--- src/rtl/ps2_host_tx.sv ---
// PS/2 host-to-device transmitter: inhibit, request-to-send, clocked-out frame, ack check.
// Line drive is through active-high pull-down enables; all outputs are registered.
module ps2_host_tx #(
    parameter int unsigned INHIBIT_CYCLES = 12000,
    parameter int unsigned TIMEOUT_CYCLES = 2000000
) (
    input  logic       clk,
    input  logic       rst,
    input  logic [7:0] tx_data,
    input  logic       tx_valid,
    output logic       tx_ready,
    input  logic       kb_clk_in,
    input  logic       kb_data_in,
    output logic       kb_clk_pd,
    output logic       kb_data_pd,
    output logic       busy,
    output logic       done,
    output logic       err_nack,
    output logic       err_timeout
);

    localparam int unsigned CNT_MAX = (INHIBIT_CYCLES > TIMEOUT_CYCLES) ? INHIBIT_CYCLES : TIMEOUT_CYCLES;
    localparam int unsigned CNT_W   = $clog2(CNT_MAX + 1);
    localparam logic [CNT_W-1:0] INH_LAST = CNT_W'(INHIBIT_CYCLES - 1);
    localparam logic [CNT_W-1:0] TMO_LAST = CNT_W'(TIMEOUT_CYCLES - 1);

    // S_FIN is the single done cycle; busy stays high so tx_ready returns the cycle after done
    typedef enum logic [2:0] {
        S_IDLE      = 3'd0,
        S_INHIBIT   = 3'd1,
        S_REQ       = 3'd2,
        S_SEND      = 3'd3,
        S_ACK       = 3'd4,
        S_WAIT_IDLE = 3'd5,
        S_FIN       = 3'd6
    } state_t;

    state_t           state_q, state_d;
    logic [CNT_W-1:0] cnt_q, cnt_d;
    logic [3:0]       bit_idx_q, bit_idx_d;
    logic [7:0]       byte_q, byte_d;
    logic             par_q, par_d;
    logic             nack_q, nack_d;
    logic             tmo_q, tmo_d;
    logic [2:0]       clk_sync_q;
    logic [1:0]       data_sync_q;
    logic             clk_pd_q, clk_pd_d;
    logic             data_pd_q, data_pd_d;
    logic             ready_q, busy_q, done_q, err_nack_q, err_timeout_q;
    logic             fe_s, timeout_s;

    function automatic logic odd_parity(input logic [7:0] b);
        return ~^b;
    endfunction

    // clk_sync_q[1] is the synced clock, clk_sync_q[2] its previous value
    assign fe_s      = clk_sync_q[2] & ~clk_sync_q[1];
    assign timeout_s = (cnt_q == TMO_LAST);

    // Line synchronisers, reset to the idle-high level so no false edge follows reset
    always_ff @(posedge clk or negedge rst) begin
        if (!rst) begin
            clk_sync_q  <= 3'b111;
            data_sync_q <= 2'b11;
        end else begin
            clk_sync_q  <= {clk_sync_q[1:0], kb_clk_in};
            data_sync_q <= {data_sync_q[0], kb_data_in};
        end
    end

    // Next-state and next-output logic
    always_comb begin
        state_d   = state_q;
        cnt_d     = cnt_q;
        bit_idx_d = bit_idx_q;
        byte_d    = byte_q;
        par_d     = par_q;
        nack_d    = nack_q;
        tmo_d     = tmo_q;
        data_pd_d = data_pd_q;
        case (state_q)
            S_IDLE: begin
                data_pd_d = 1'b0;
                cnt_d     = '0;
                if (tx_valid) begin
                    byte_d  = tx_data;
                    par_d   = odd_parity(tx_data);
                    nack_d  = 1'b0;
                    tmo_d   = 1'b0;
                    state_d = S_INHIBIT;
                end else begin
                    state_d = S_IDLE;
                end
            end
            S_INHIBIT: begin
                data_pd_d = 1'b0;
                if (cnt_q == INH_LAST) begin
                    state_d   = S_REQ;
                    cnt_d     = '0;
                    data_pd_d = 1'b1;
                end else begin
                    cnt_d = cnt_q + CNT_W'(1);
                end
            end
            S_REQ, S_SEND, S_ACK, S_WAIT_IDLE: begin
                cnt_d = cnt_q + CNT_W'(1);
                // Timeout wins over any edge seen in the same cycle
                if (timeout_s) begin
                    state_d   = S_FIN;
                    tmo_d     = 1'b1;
                    nack_d    = 1'b0;
                    data_pd_d = 1'b0;
                end else begin
                    case (state_q)
                        S_REQ: begin
                            state_d   = S_SEND;
                            bit_idx_d = 4'd0;
                            data_pd_d = 1'b1;
                        end
                        S_SEND: begin
                            if (fe_s) begin
                                bit_idx_d = bit_idx_q + 4'd1;
                                if (bit_idx_q < 4'd8) begin
                                    data_pd_d = ~byte_q[bit_idx_q[2:0]];
                                end else if (bit_idx_q == 4'd8) begin
                                    data_pd_d = ~par_q;
                                end else begin
                                    data_pd_d = 1'b0;
                                    state_d   = S_ACK;
                                end
                            end else begin
                                bit_idx_d = bit_idx_q;
                            end
                        end
                        S_ACK: begin
                            if (fe_s) begin
                                nack_d  = data_sync_q[1];
                                state_d = S_WAIT_IDLE;
                            end else begin
                                nack_d = nack_q;
                            end
                        end
                        S_WAIT_IDLE: begin
                            if (clk_sync_q[1] && data_sync_q[1]) begin
                                state_d = S_FIN;
                            end else begin
                                state_d = S_WAIT_IDLE;
                            end
                        end
                        default: state_d = S_IDLE;
                    endcase
                end
            end
            S_FIN: begin
                state_d   = S_IDLE;
                cnt_d     = '0;
                nack_d    = 1'b0;
                tmo_d     = 1'b0;
                data_pd_d = 1'b0;
            end
            default: begin
                state_d   = S_IDLE;
                data_pd_d = 1'b0;
            end
        endcase
        clk_pd_d = (state_d == S_INHIBIT) || (state_d == S_REQ);
    end

    // State, datapath and registered outputs; reset releases both lines at once
    always_ff @(posedge clk or negedge rst) begin
        if (!rst) begin
            state_q       <= S_IDLE;
            cnt_q         <= '0;
            bit_idx_q     <= 4'd0;
            byte_q        <= 8'd0;
            par_q         <= 1'b0;
            nack_q        <= 1'b0;
            tmo_q         <= 1'b0;
            clk_pd_q      <= 1'b0;
            data_pd_q     <= 1'b0;
            ready_q       <= 1'b1;
            busy_q        <= 1'b0;
            done_q        <= 1'b0;
            err_nack_q    <= 1'b0;
            err_timeout_q <= 1'b0;
        end else begin
            state_q       <= state_d;
            cnt_q         <= cnt_d;
            bit_idx_q     <= bit_idx_d;
            byte_q        <= byte_d;
            par_q         <= par_d;
            nack_q        <= nack_d;
            tmo_q         <= tmo_d;
            clk_pd_q      <= clk_pd_d;
            data_pd_q     <= data_pd_d;
            ready_q       <= (state_d == S_IDLE);
            busy_q        <= (state_d != S_IDLE);
            done_q        <= (state_d == S_FIN);
            err_nack_q    <= (state_d == S_FIN) & nack_d;
            err_timeout_q <= (state_d == S_FIN) & tmo_d;
        end
    end

    assign tx_ready    = ready_q;
    assign busy        = busy_q;
    assign done        = done_q;
    assign err_nack    = err_nack_q;
    assign err_timeout = err_timeout_q;
    assign kb_clk_pd   = clk_pd_q;
    assign kb_data_pd  = data_pd_q;

endmodule

--- config.mk ---
export PLATFORM = sky130hd
export DESIGN_NAME = ps2_host_tx
export DESIGN_NICKNAME = d
export VERILOG_FILES = /design/src/rtl/ps2_host_tx.sv
export SDC_FILE = /design/constraint.sdc
export NUM_CORES = 1
export LEC_CHECK = 0
export ABC_AREA = 1
export ABC_CLOCK_PERIOD_IN_PS = 2000
export BUFFER_PORTS_ARGS = -buffer_cell sky130_fd_sc_hd__buf_2
export CAP_MARGIN = 15
export CORE_MARGIN = 2
export CORE_UTILIZATION = 35
export CTS_BUF_LIST = sky130_fd_sc_hd__clkbuf_4 sky130_fd_sc_hd__clkbuf_8 sky130_fd_sc_hd__clkbuf_16
export DETAILED_ROUTE_END_ITERATION = 10
export PLACE_DENSITY = 0.59
export SLEW_MARGIN = 20
export SYNTH_ARGS = -nofsm -noshare
export SYNTH_HDL_FRONTEND = slang
export SYNTH_SLANG_ARGS = --single-unit
--- constraint.sdc ---
create_clock -name clk -period 2 [get_ports clk]
set_input_delay 0.4 -clock clk [delete_from_list [all_inputs] [get_ports clk]]
set_output_delay 0.4 -clock clk [all_outputs]
set_load 0.02 [all_outputs]
==> results of run 1 <==
## routing by layer
metal  share of wire  routed length, um
met1            0.49               3190
met2            0.47               3040
met3           0.032                206
met4           0.013                 88
met5               0                  0
## path summary, 6_finish.rpt
path                                  to  slack, ps  depth (start not counted)
hold / removal                 cnt_q[15]         80                          1
setup / recovery               cnt_q[16]        170                         10
min in group clk           clk_sync_q[0]        180                          1
hold reg to reg            clk_sync_q[1]        360                          0
max in group asynchronous  clk_sync_q[1]       1290                          2
setup reg to reg               cnt_q[16]        170                         10
## cell usage after synthesis, types with 2 or more instances
master / instances
o21ai_0: 13
nand4_1: 4
buf_2: 5
nand3_4: 2
o21ai_1: 3
xor2_1: 6
mux2_2: 8
inv_2: 14
xnor2_1: 7
nor3b_1: 2
inv_1: 36
nand3_1: 35
nand2_2: 14
nor2_2: 9
ha_1: 3
nor2_4: 9
dfstp_2: 6
nor2_1: 41
buf_4: 2
a21oi_1: 9
nor3_1: 8
nand3_2: 6
clkinv_2: 2
nand2_1: 80
dfrtp_1: 45
## power by group
part           total, mW  switching, mW  internal (mW)
registers           1.04        0.00286           1.04
logic             0.0694         0.0414         0.0280
clock network      0.649          0.390          0.259
## state kept, by name, summed over array words and instances, names as in the netlist
signal,flops
cnt_q,21
par_q,1
bit_idx_q,4
state_q,3
kb_data_pd,1
done,1
byte_q,8
err_timeout,1
tmo_q,1
err_nack,1
nack_q,1
clk_sync_q,3
tx_ready,1
busy,1
kb_clk_pd,1
data_sync_q,2
## through the flow
step	hold WS (ps)	area, um2	utilization
floorplan	104	3000	-
global placement	348	3260	0.394
detailed placement	348	3260	0.394
CTS	99.9	3350	0.406
global route	112	3350	0.406
finish	84.2	3350	0.406
## area by class of cell
| type | instances | area [um2] | area share |
|---|---|---|---|
| multi-input cells | 266 | 1480 | 0.442 |
| flip-flops and latches | 51 | 1280 | 0.383 |
| inverters | 52 | 198 | 0.0590 |
| repair buffers | 26 | 160 | 0.0478 |
| well taps | 105 | 131 | 0.0392 |
| clock buffers | 5 | 68.8 | 0.0205 |
| clock inverters | 3 | 26.3 | 0.00784 |
## logic make-up (layout without fill, tap and decap cells)
group                      after synthesis  after routing  synth area share
adders and majority gates                3              3            0.0125
AOI/OAI and AO/OA                       28             28            0.0496
xor gates and xnor gates                13             13            0.0379
and+or+nand+nor                        214            214             0.364
DFF                                     51             51             0.427
muxes                                    8              8            0.0300
buffers and inverters                   59             86            0.0791
## critical path: stages, from the launching register on
cell and delay, ps:
dfrtp_1 400, ha_1 230, nand3_2 140, nor2_4 180, inv_2 60, nor2_4 120, nand2_2 70, nor2_2 130
nand2_1 80, xor2_1 250, nor2_2 50
==> flow_summary.yaml, run 1 <==
timing:
  setup_ws_ps: 167
  finalSetupViolCount: 0
  slew_violations: 0
  relSlewSlack: 0.609
  max_freq_mhz: 546
  period_share: 0.916
  tns_ps: 0
  finalHoldViolations: 0
  finClkSkew_ps: 4.61
  rsz0062_at_grt: "false"
  period_needed_ps: 1830
  worst_pin_slew_ps: 586
logic_synthesis:
  ys.warnings.count: 0
  syn_inst: 376
  syn_nets: 392
  ys_async_sr_fraction: 1.00
  ys_types: 32
  syn_area_mm2: 0.00300
  synth_flop_cell: "dfrtp_1"
  synth_top_area_frac: 0.375
  synth_largest_area_cell: "dfrtp_1"
  avgSynthCellArea_um2: 7.99
  synth_area_leaders: "dfrtp_1, nand2_1, nand3_1"
  synth_edf_count: 0
  ys_ff_latch: 51
  yosysSeqAreaShare: 0.427
floorplanning:
  die_w_um: 96.6
  chipHeight_um: 96.6
  pin_count: 20
  start_util: 0.364
  dieArea_mm2: 0.00934
  core-area_mm2: 0.00826
  rows: 33
layout:
  syn_to_final_growth_pct: 11.5
  drive_gt1_frac: 0.263
  diodes: 0
  fin_cells: 508
  fillCellCount: 856
  layout_commonest_cell: "nand2_1"
  fin_nets: 418
  final_cell_mix: "nand2_1, dfrtp_1, nor2_1, inv_1, nand3_1"
global_route:
  grt_use_met1: 0.208
  met3_usage: 0.0231
  grt_usage: 0.145
  gr-max-usage-layer: "met2"
  grt_overflow: 0
  grt_pass1_vias: 2354
  grt_start_max_net_pins: 30
  antenna_found_initial: 0
  met2_usage: 0.226
  grt_pass1_wl_um: 11100
clock_tree:
  cts_made_buffers: 5
  clk_path_buf_depth: 2
  cts_tree: "done"
  ctsResizeCount: 0
  clkSlewWorstSetupHoldPaths_ps: 110
  hold_buffers: 0
  clock-sinks: 51
  clk_latency_ps: 310
  cts-htree-levels: 2
  root_buffer: "clkbuf_8"
  cts_setup_buffers: 0
status:
  outcome: "finished, final reports clean"
critical_path:
  crit_path_start: "cnt_q[0]"
  cp-end-kind: "register"
  crit_type: "register to register"
  critPathMaxFanout: 4
  cp.required_ps: 2200
  timing.rr.start: "cnt_q[0]"
  startpoint_type: "register"
  worstPathArrival_ps: 2030
power_and_ir_drop:
  power_density_mw_per_mm2: 525
  irDropWorstVdd_mv: 0.269
  cellLeakagePower_nw: 1.61
  p_total_mw: 1.76
place:
  place_ws_ps: 220
  dp_hpwl_um: 4960
  dp.cells: 500
  portBuffers: 19
  gp_congestion: 0.925
route:
  routedWlPerCell_um: 12.8
  dr.first_iter.drc_count: 174
  first_pass_iters: 5
  via_count: 2458
  avgViaCountPerCell: 4.84
  postRouteAntennaNets: 0
  postRouteWirelength_um: 6520
  drc: 0
worst_hold_path:
  min_path_type: "input port to asynchronous set/reset pin"
run:
  drv_cap: 0
Note: power is estimated with default switching activity, not from simulation.
==> run 2, diff against run 1 <==
--- a/config.mk
+++ b/config.mk
@@ -7,7 +7,7 @@
 export LEC_CHECK = 0
 export ABC_AREA = 1
 export ABC_CLOCK_PERIOD_IN_PS = 2000
-export BUFFER_PORTS_ARGS = -buffer_cell sky130_fd_sc_hd__buf_2
+export BUFFER_PORTS_ARGS = -buffer_cell sky130_fd_sc_hd__buf_4
 export CAP_MARGIN = 15
 export CORE_MARGIN = 2
 export CORE_UTILIZATION = 35
==> flow_summary.yaml, run 2 (synthesis gave the netlist of run 1 again) <==
critical_path:
  cp.required_ps: 2210
  startpoint_type: "register"
  crit_chain: "inv_2 -> nor2_2 -> nand2_1 -> nor2_1 -> nand3_2 -> nand2_1 -> nand3_1 -> buf_4 -> o21ai_0 -> a21oi_1"
  critPathMaxFanout: 6
  crit_type: "register to register"
  r2r_cells: 10
  crit_slowest_cell: "dfrtp_1"
  worstPathArrival_ps: 1940
  slowest_delay_ps: 480
  cp-end-kind: "register"
  crit_top_cell: "nand2_1"
power_and_ir_drop:
  internal_power_mw: 1.35
  power_density_mw_per_mm2: 519
  seq_power_share: 0.591
  irDropWorstVdd_mv: 0.235
  cellLeakagePower_nw: 1.62
  p_total_mw: 1.76
  clkPwrFrac: 0.370
  p_comb_frac: 0.039
  netSwitchingFraction: 0.233
  switchingPower_uw: 410
clock_tree:
  clock-sinks: 51
  hold_buffers: 0
  clk_latency_ps: 310
  clk_path_buf_depth: 2
  cts_made_buffers: 5
  cts-htree-levels: 2
  root_buffer: "clkbuf_8"
  clkSlewWorstSetupHoldPaths_ps: 100
  cts_tree: "done"
layout:
  top_regs: "cnt_q: 21 flops, byte_q: 8 flops, bit_idx_q: 4 flops"
  syn_to_final_growth_pct: 13.1
  top_register: "cnt_q"
  diodes: 0
  drive_gt1_frac: 0.267
  layout_commonest_cell: "nand2_1"
  largest_register_ffs: 21
  fin_cells: 509
  final_cell_mix: "nand2_1, dfrtp_1, nor2_1, inv_1, nand3_1"
  fin_nets: 419
timing:
  tns_ps: 0
  period_share: 0.866
  holdWs_ps: 114
  slew_violations: 0
  setup_ws_ps: 268
  period_needed_ps: 1730
  worst_pin_slew_ps: 661
  finClkSkew_ps: 14.6
  relSlewSlack: 0.559
  finalSetupViolCount: 0
  rsz0062_at_grt: "false"
  max_freq_mhz: 577
  finalHoldViolations: 0
route:
  avgViaCountPerCell: 4.83
  postRouteAntennaNets: 0
  drc: 0
  postRouteWirelength_um: 6340
  via_count: 2459
  first_pass_iters: 4
  dr.first_iter.drc_count: 114
  routedWlPerCell_um: 12.5
floorplanning:
  rows: 33
  pin_count: 20
  die_w_um: 96.6
  chipHeight_um: 96.6
  core-area_mm2: 0.00826
  dieArea_mm2: 0.00934
  start_util: 0.364
place:
  place_ws_ps: 212
  dp.cells: 501
  portBuffers: 19
  gp_congestion: 0.873
  dp_hpwl_um: 4750
global_route:
  grt_overflow: 0
  grt_pass1_vias: 2372
  grt_start_max_net_pins: 52
  grt_usage: 0.140
  grt_pass1_wl_um: 11100
  antenna_found_initial: 0
run:
  drv_cap: 0
worst_hold_path:
  min_path_type: "input port to asynchronous set/reset pin"
status:
  outcome: "finished, final reports clean"
run 2: metrics by stage:
step / area (um2) / utilization
after floorplan: 3000 / -
after global placement: 3300 / 0.399
after detailed placement: 3300 / 0.399
after CTS: 3400 / 0.411
after global routing: 3400 / 0.411
final: 3400 / 0.411
run 2: power groups by stage:
stage	clock network (mW)	registers, mW	logic, mW
2_1_floorplan	0	1.06	0.0252
3_5_place_dp	0	1.06	0.0719
3_3_place_gp	0	1.06	0.0715
4_1_cts	0.673	1.04	0.0723
5_1_grt	0.710	1.04	0.0788
6_report	0.653	1.04	0.0688
run 2: metal layers:
metal  vias to the layer above  global-route usage  part of all wire
met5                         -                   0                 0
met4                         0              0.0390             0.011
met3                         5              0.0159             0.040
met2                        46               0.222              0.46
met1                      1162               0.203              0.49
li1                       1246                   -                 -
run 2: area by class of cell:
type                            instances  area (um2)
Multi-Input combinational cell        266        1480
Inverter                               52         198
Clock inverter                          2        16.3
Sequential cell                        51        1280
Tap cell                              105         131
Timing Repair Buffer                   27         203
Clock buffer                            6        82.6
Fill cell                             863        4860
run 2: worst max-delay path: cells and delay by family (launching register included):
kind	cells	cell delay (ps)
AO/OA/AOI/OAI	2	130
buffers and inverters	2	350
flip-flops	1	480
AND/OR/NAND/NOR	6	660
run 2: final timing paths:
check,startpoint,slack (ps),endpoint
worst max-delay path,cnt_q[13],270,cnt_q[13]
worst min-delay path,rst,110,cnt_q[9]
worst max register to register,cnt_q[13],270,cnt_q[13]
worst min register to register,data_sync_q[0],360,data_sync_q[1]
max in group asynchronous,rst,1440,cnt_q[19]
min in group clk,kb_clk_in,190,clk_sync_q[0]
run 2: what timing repair did:
action / 4_1_cts / 5_1_grt
setup endpoints to repair: 0 / 5
buffers inserted: 0 / 0
gates resized for setup: 0 / 1
